<file path="src/rtl/datapath_sequencer.sv">
// Sequences one command at a time into datapath control strobes.
// Done 1-5 cycles after the accepting edge; start is only sampled in IDLE.
module datapath_sequencer (
    input  logic        clk,
    input  logic        reset,
    input  logic        start,
    input  logic [2:0]  cmd,
    input  logic [2:0]  rd,
    input  logic [2:0]  rn,
    input  logic [2:0]  rm,
    input  logic [1:0]  shift_in,
    input  logic [7:0]  imm8,
    output logic [2:0]  readnum,
    output logic [2:0]  writenum,
    output logic        vsel,
    output logic        loada,
    output logic        loadb,
    output logic        asel,
    output logic        bsel,
    output logic        loadc,
    output logic        loads,
    output logic        write,
    output logic [1:0]  shift,
    output logic [1:0]  ALUop,
    output logic [15:0] datapath_in,
    output logic        busy,
    output logic        done,
    output logic        err
);

    localparam logic [2:0] CMD_MOVI = 3'b000;
    localparam logic [2:0] CMD_MOVR = 3'b001;
    localparam logic [2:0] CMD_ADD  = 3'b010;
    localparam logic [2:0] CMD_CMP  = 3'b011;
    localparam logic [2:0] CMD_AND  = 3'b100;
    localparam logic [2:0] CMD_MVN  = 3'b101;

    typedef enum logic [2:0] {
        S_IDLE, S_WIMM, S_LDA, S_LDB, S_EXEC, S_WREG, S_DONE
    } state_t;

    state_t     state, state_nxt;
    logic [2:0] cmd_q, rd_q, rn_q, rm_q;
    logic [1:0] shift_q;
    logic [7:0] imm8_q;

    // Fields are captured only on the accepting edge so later input churn is harmless.
    always_ff @(posedge clk or posedge reset) begin
        if (reset) begin
            state   <= S_IDLE;
            cmd_q   <= '0;
            rd_q    <= '0;
            rn_q    <= '0;
            rm_q    <= '0;
            shift_q <= '0;
            imm8_q  <= '0;
        end else begin
            state <= state_nxt;
            if (state == S_IDLE && start) begin
                cmd_q   <= cmd;
                rd_q    <= rd;
                rn_q    <= rn;
                rm_q    <= rm;
                shift_q <= shift_in;
                imm8_q  <= imm8;
            end
        end
    end

    always_comb begin
        state_nxt = state;
        case (state)
            S_IDLE: begin
                if (start) begin
                    case (cmd)
                        CMD_MOVI:                   state_nxt = S_WIMM;
                        CMD_MOVR, CMD_MVN:          state_nxt = S_LDB;
                        CMD_ADD, CMD_AND, CMD_CMP:  state_nxt = S_LDA;
                        default:                    state_nxt = S_DONE;
                    endcase
                end
            end
            S_WIMM: state_nxt = S_DONE;
            S_LDA:  state_nxt = S_LDB;
            S_LDB:  state_nxt = S_EXEC;
            S_EXEC: state_nxt = (cmd_q == CMD_CMP) ? S_DONE : S_WREG;
            S_WREG: state_nxt = S_DONE;
            S_DONE: state_nxt = S_IDLE;
            default: state_nxt = S_IDLE;
        endcase
    end

    // Outputs depend only on state and latched fields, so IDLE/reset drives all zeros.
    always_comb begin
        readnum     = '0;
        writenum    = '0;
        vsel        = 1'b0;
        loada       = 1'b0;
        loadb       = 1'b0;
        asel        = 1'b0;
        bsel        = 1'b0;
        loadc       = 1'b0;
        loads       = 1'b0;
        write       = 1'b0;
        shift       = '0;
        ALUop       = '0;
        datapath_in = '0;
        done        = 1'b0;
        err         = 1'b0;
        busy        = (state != S_IDLE);
        case (state)
            S_WIMM: begin
                vsel        = 1'b1;
                write       = 1'b1;
                writenum    = rd_q;
                datapath_in = {{8{imm8_q[7]}}, imm8_q};
            end
            S_LDA: begin
                readnum = rn_q;
                loada   = 1'b1;
            end
            S_LDB: begin
                readnum = rm_q;
                loadb   = 1'b1;
            end
            S_EXEC: begin
                shift = shift_q;
                asel  = (cmd_q == CMD_MOVR) || (cmd_q == CMD_MVN);
                if (cmd_q == CMD_CMP) loads = 1'b1;
                else                  loadc = 1'b1;
                case (cmd_q)
                    CMD_CMP: ALUop = 2'b01;
                    CMD_AND: ALUop = 2'b10;
                    CMD_MVN: ALUop = 2'b11;
                    default: ALUop = 2'b00;
                endcase
            end
            S_WREG: begin
                write    = 1'b1;
                writenum = rd_q;
            end
            S_DONE: begin
                done = 1'b1;
                err  = (cmd_q[2:1] == 2'b11);
            end
            default: ;
        endcase
    end

endmodule

</file>
<file path="config.mk">
export PLATFORM = sky130hd
export DESIGN_NAME = datapath_sequencer
export DESIGN_NICKNAME = d
export VERILOG_FILES = /design/src/rtl/datapath_sequencer.sv
export SDC_FILE = /design/constraint.sdc
export NUM_CORES = 1
export LEC_CHECK = 0
export BUFFER_PORTS_ARGS = -buffer_cell sky130_fd_sc_hd__buf_2
export CAP_MARGIN = 10
export CORE_MARGIN = 2
export CORE_UTILIZATION = 42
export DETAILED_ROUTE_END_ITERATION = 7
export GPL_TIMING_DRIVEN = 0
export PLACE_DENSITY = 0.85
export SYNTH_ARGS = -nofsm -noshare
export SYNTH_HDL_FRONTEND = slang
export SYNTH_SLANG_ARGS = --single-unit
</file>
<file path="constraint.sdc">
create_clock -name clk -period 1.4 [get_ports clk]
set_input_delay 0.21 -clock clk [delete_from_list [all_inputs] [get_ports clk]]
set_output_delay 0.21 -clock clk [all_outputs]
set_load 0.01 [all_outputs]
</file>
Word level (Yosys, flattened, before mapping)
Cells that the tools add are included. W data, S select, Z words.

Mux-type cells: 21. Eq/ne operators: 17. Reductions and logical operators: 8.

Operators by type and width (number): $eq A3 B3 Y1 const B (7); $mux W16 (1); $eq A3 B2 Y1 const B (5); $pmux W3 S5 (1); $mux W1 (11); $eq A3 B1 Y1 const B (3); $pmux W3 S3 (1); $logic_not A3 Y1 (2); $mux W2 (3); $mux W3 (2); $pmux W2 S3 (1); $pmux W3 S2 (1); $reduce_or A2 Y1 (2); $reduce_bool A3 Y1 (1); $reduce_or A3 Y1 (1); $eq A2 B2 Y1 const B (1); $ne A2 B2 Y1 const B (1); $logic_and A1 B1 Y1 (1); $logic_or A1 B1 Y1 (1).

Register bits after elaboration: 25. Word-level logic and storage cells: 53. Output and inout port bits: 37. Bits of input ports: 25.

Longest topological paths before layout
Depth after elaboration: 5. Mapped depth: 4.

Least setup slack after synthesis
No wires, ideal clock.

Kind: reg-to-output. From: register state[0]. To: output datapath_in[10]. Cell stages (with the launch flop): 5. Path buffers: 1. Data required time: 1190 ps. Setup slack: -383 ps. Arrival: 1573 ps. Cell sequence: dfrtp_1 inv_1 nor3_1 and2_2 buf_4.

Longest elaborated chain between the ends: 2.

RTL lines: start, declared (line 42) `state_t state, state_nxt;`; start signal, assigned (line 58) `state <= state_nxt;`; $eq A3 B1 Y1 (line 111) `case (state)`; $mux W16 (line 111); end, declared (line 25) `output logic [15:0] datapath_in,`.

Every way passes these cells.

Worst setup path in the final report
From: register state[0]. To: register imm8_q[2].

Longest elaborated chain between the ends: 2.

RTL lines: $logic_not A3 Y1 (line 59) `if (state == S_IDLE && start) begin`; $logic_and A1 B1 Y1 (line 59); end signal, assigned (line 65) `imm8_q <= imm8;`; end, declared (line 45) `logic [7:0] imm8_q;`.

Every way passes these cells. A chain may end at the register's enable or synchronous reset.

==> flow_summary.json <==
{
  "status": "complete, but fails checks",
  "violations": "negative setup slack",
  "startpoint_type": "flop",
  "numCtsBuffers": 3,
  "maxCapViolCount": 0,
  "max_freq_mhz": 556.9,
  "die_h_um": 61.56,
  "yosysUniqueCellTypes": 28,
  "wl_mm": 3.289,
  "synth_top_area_share_pct": 44.96,
  "synth_area_leader_cell": "dfrtp_1",
  "drc_errors": 0,
  "grt_pass1_vias": 1092,
  "peakVddDrop_mv": 1.105,
  "grt_pass1_wl_mm": 4.899,
  "nFillCells": 252,
  "synth-seq-cells": 25,
  "cts_hold_buf": 0,
  "critPathKind": "reg2reg",
  "dr_total_vias": 1101,
  "worst_pin_slew_ns": 0.9517,
  "instances_no_fill": 228,
  "critical_path.max_fanout": 10,
  "grt_max_degree": 26,
  "wl_per_cell_um": 14.43,
  "maxSlewViolCount": 0,
  "cts.sinks": 25,
  "place_congestion": 0.8008,
  "netlist_area_sq_um": 1391,
  "ioPinCount": 62,
  "core_sq_um": 3103,
  "placed_cells": 213,
  "finClkSkew_ns": 0.01300,
  "end_kind": "flop",
  "rsz0062_at_grt": "yes",
  "firstDrtPassIters": 4,
  "antenna_left": 0,
  "gr-usage-all-layers_pct": 17.73,
  "layout-drive-gt1-share_pct": 72.28,
  "portBuffers": 60,
  "cts_max_level": 1,
  "dp_hpwl_mm": 2.132,
  "avgSynthCellArea_sq_um": 12.76,
  "grt_overflow": 0,
  "synth_edf_count": 0,
  "die_w_um": 61.56,
  "yosys_most_used_dff": "dfrtp_1",
  "cts_tree": "done",
  "antenna_found_initial": 0,
  "final_common_cell": "buf_2",
  "die-area_sq_um": 3789,
  "power.density_nw_per_um2": 2053,
  "avgViaCountPerCell": 4.829,
  "cts_buffer_depth": 2,
  "leakage_uw": 0.001087,
  "total_power_uw": 4308,
  "hold_class": "in2async",
  "clkTransAtPathRegs_ns": 0.14,
  "max_slew_margin_pct": 36.49,
  "async_flop_share_pct": 100.0,
  "seq_area_frac_synth_pct": 44.96,
  "holdWs_ns": 0.07398,
  "area_delta_synth_final_pct": 50.81,
  "post-route-min-period_ns": 1.796,
  "syn_nets": 134,
  "cts_root_buf": "clkbuf_4",
  "hold_viol": 0,
  "syn_inst": 109,
  "final.setup.worst_slack_ns": -0.3957,
  "crit_required_ns": 1.61,
  "rows": 20,
  "clk_latency_ns": 0.32,
  "setup_viol": 58,
  "synthTopCellsByArea": "dfrtp_1, mux2_4, buf_4",
  "antenna_cells": 0,
  "start_util_pct": 44.84,
  "crit_arrival_ns": 2.00,
  "fin_nets": 210,
  "fin_crit_sh_pct": 128.3,
  "first_iter_violations": 34,
  "final_cell_mix": "buf_2, buf_6, dfrtp_1",
  "yosysWarnings": 0
}
[area by class of cell]
| cell class | count | area, sq um | share of cell area, % |
|---|---|---|---|
| plain buffers | 13 | 162.7 | 7.752 |
| clock buffers | 3 | 22.52 | 1.073 |
| clock inverters | 1 | 5.005 | 0.2385 |
| inverters | 4 | 17.52 | 0.8348 |
| multi-input cells | 68 | 700.7 | 33.39 |
| flip-flops and latches | 25 | 629.4 | 29.99 |
| well taps | 44 | 55.05 | 2.624 |
| repair buffers | 70 | 505.5 | 24.09 |
[routing by layer]
metal	vias to the layer above	global-route usage, %	share of wire [%]
met2	57	31.73	52
li1	518	-	-
met1	524	22.22	39
met5	-	0	0
met3	2	3.361	8.3
met4	0	3.647	0.64
[registers in the layout, indices dropped and copies added (netlist names)]
name / cells
cmd_q: 3
imm8_q: 8
rd_q: 3
rm_q: 3
rn_q: 3
shift_q: 2
state: 3
[cells by family after synthesis]
kind of cell / share of synthesized area, %
other: 0.2695
multiplexers: 23.20
AO/OA/AOI/OAI: 5.576
buffers and inverters: 9.441
AND/OR/NAND/NOR: 15.92
XOR/XNOR: 0.6296
flip-flops: 44.96
[worst paths after layout]
check                                           start               endpoint  slack (ns)  cells after the start
min in group clk                                rn[2]    rn_q[2]$_DFFE_PP0P_        0.10                      2
worst max register to register   state[0]$_DFFE_PP0P_  imm8_q[2]$_DFFE_PP0P_       -0.40                      5
worst min-delay path                            reset  imm8_q[0]$_DFFE_PP0P_        0.07                      2
max in group asynchronous                       reset   state[2]$_DFFE_PP0P_        0.67                      2
worst max-delay path             state[0]$_DFFE_PP0P_  imm8_q[2]$_DFFE_PP0P_       -0.40                      5
worst min register to register  imm8_q[3]$_DFFE_PP0P_  imm8_q[3]$_DFFE_PP0P_        0.52                      1
[cell usage after synthesis (2+ instances only)]
cell type,n
mux2_4,20
nor3b_1,4
mux2_2,2
a31oi_1,2
and3_1,6
dfrtp_1,25
and2_2,7
and2_1,5
inv_1,4
buf_12,2
buf_4,9
a22o_1,3
nor2_1,4
o21ai_0,2
[stage by stage]
stage / cell area [sq um] / worst slack, ns / utilization, % / TNS (ns)
4_1_cts: 1991 / -0.3576 / 64.15 / -17.08
2_1_floorplan: 1404 / -0.1416 / - / -3.295
3_3_place_gp: 1759 / -0.2075 / 56.69 / -6.917
6_report: 2098 / -0.3957 / 67.62 / -18.07
3_5_place_dp: 1759 / -0.2399 / 56.69 / -7.543
5_1_grt: 2098 / -0.4517 / 67.62 / -21.64
[repair_timing]
item / CTS / global route
setup endpoints to repair: 58 / 58
gates cloned: 2 / 0
gates resized for setup: 34 / 24
setup buffers: 8 / 1
pin swaps: 3 / 12
[worst max-delay path: stages (launching register included)]
cell and delay, ns:
dfrtp_2 0.48, buf_4 0.17, or3_4 0.41, nor2_8 0.14, buf_12 0.17, mux2_4 0.31
[report_power, final]
part           total, uW  internal (uW)  switching (uW)
Combinational       2580           1610             976
Clock                319            107             212
Sequential          1410           1100             305
(Power assumes the default switching activity.)
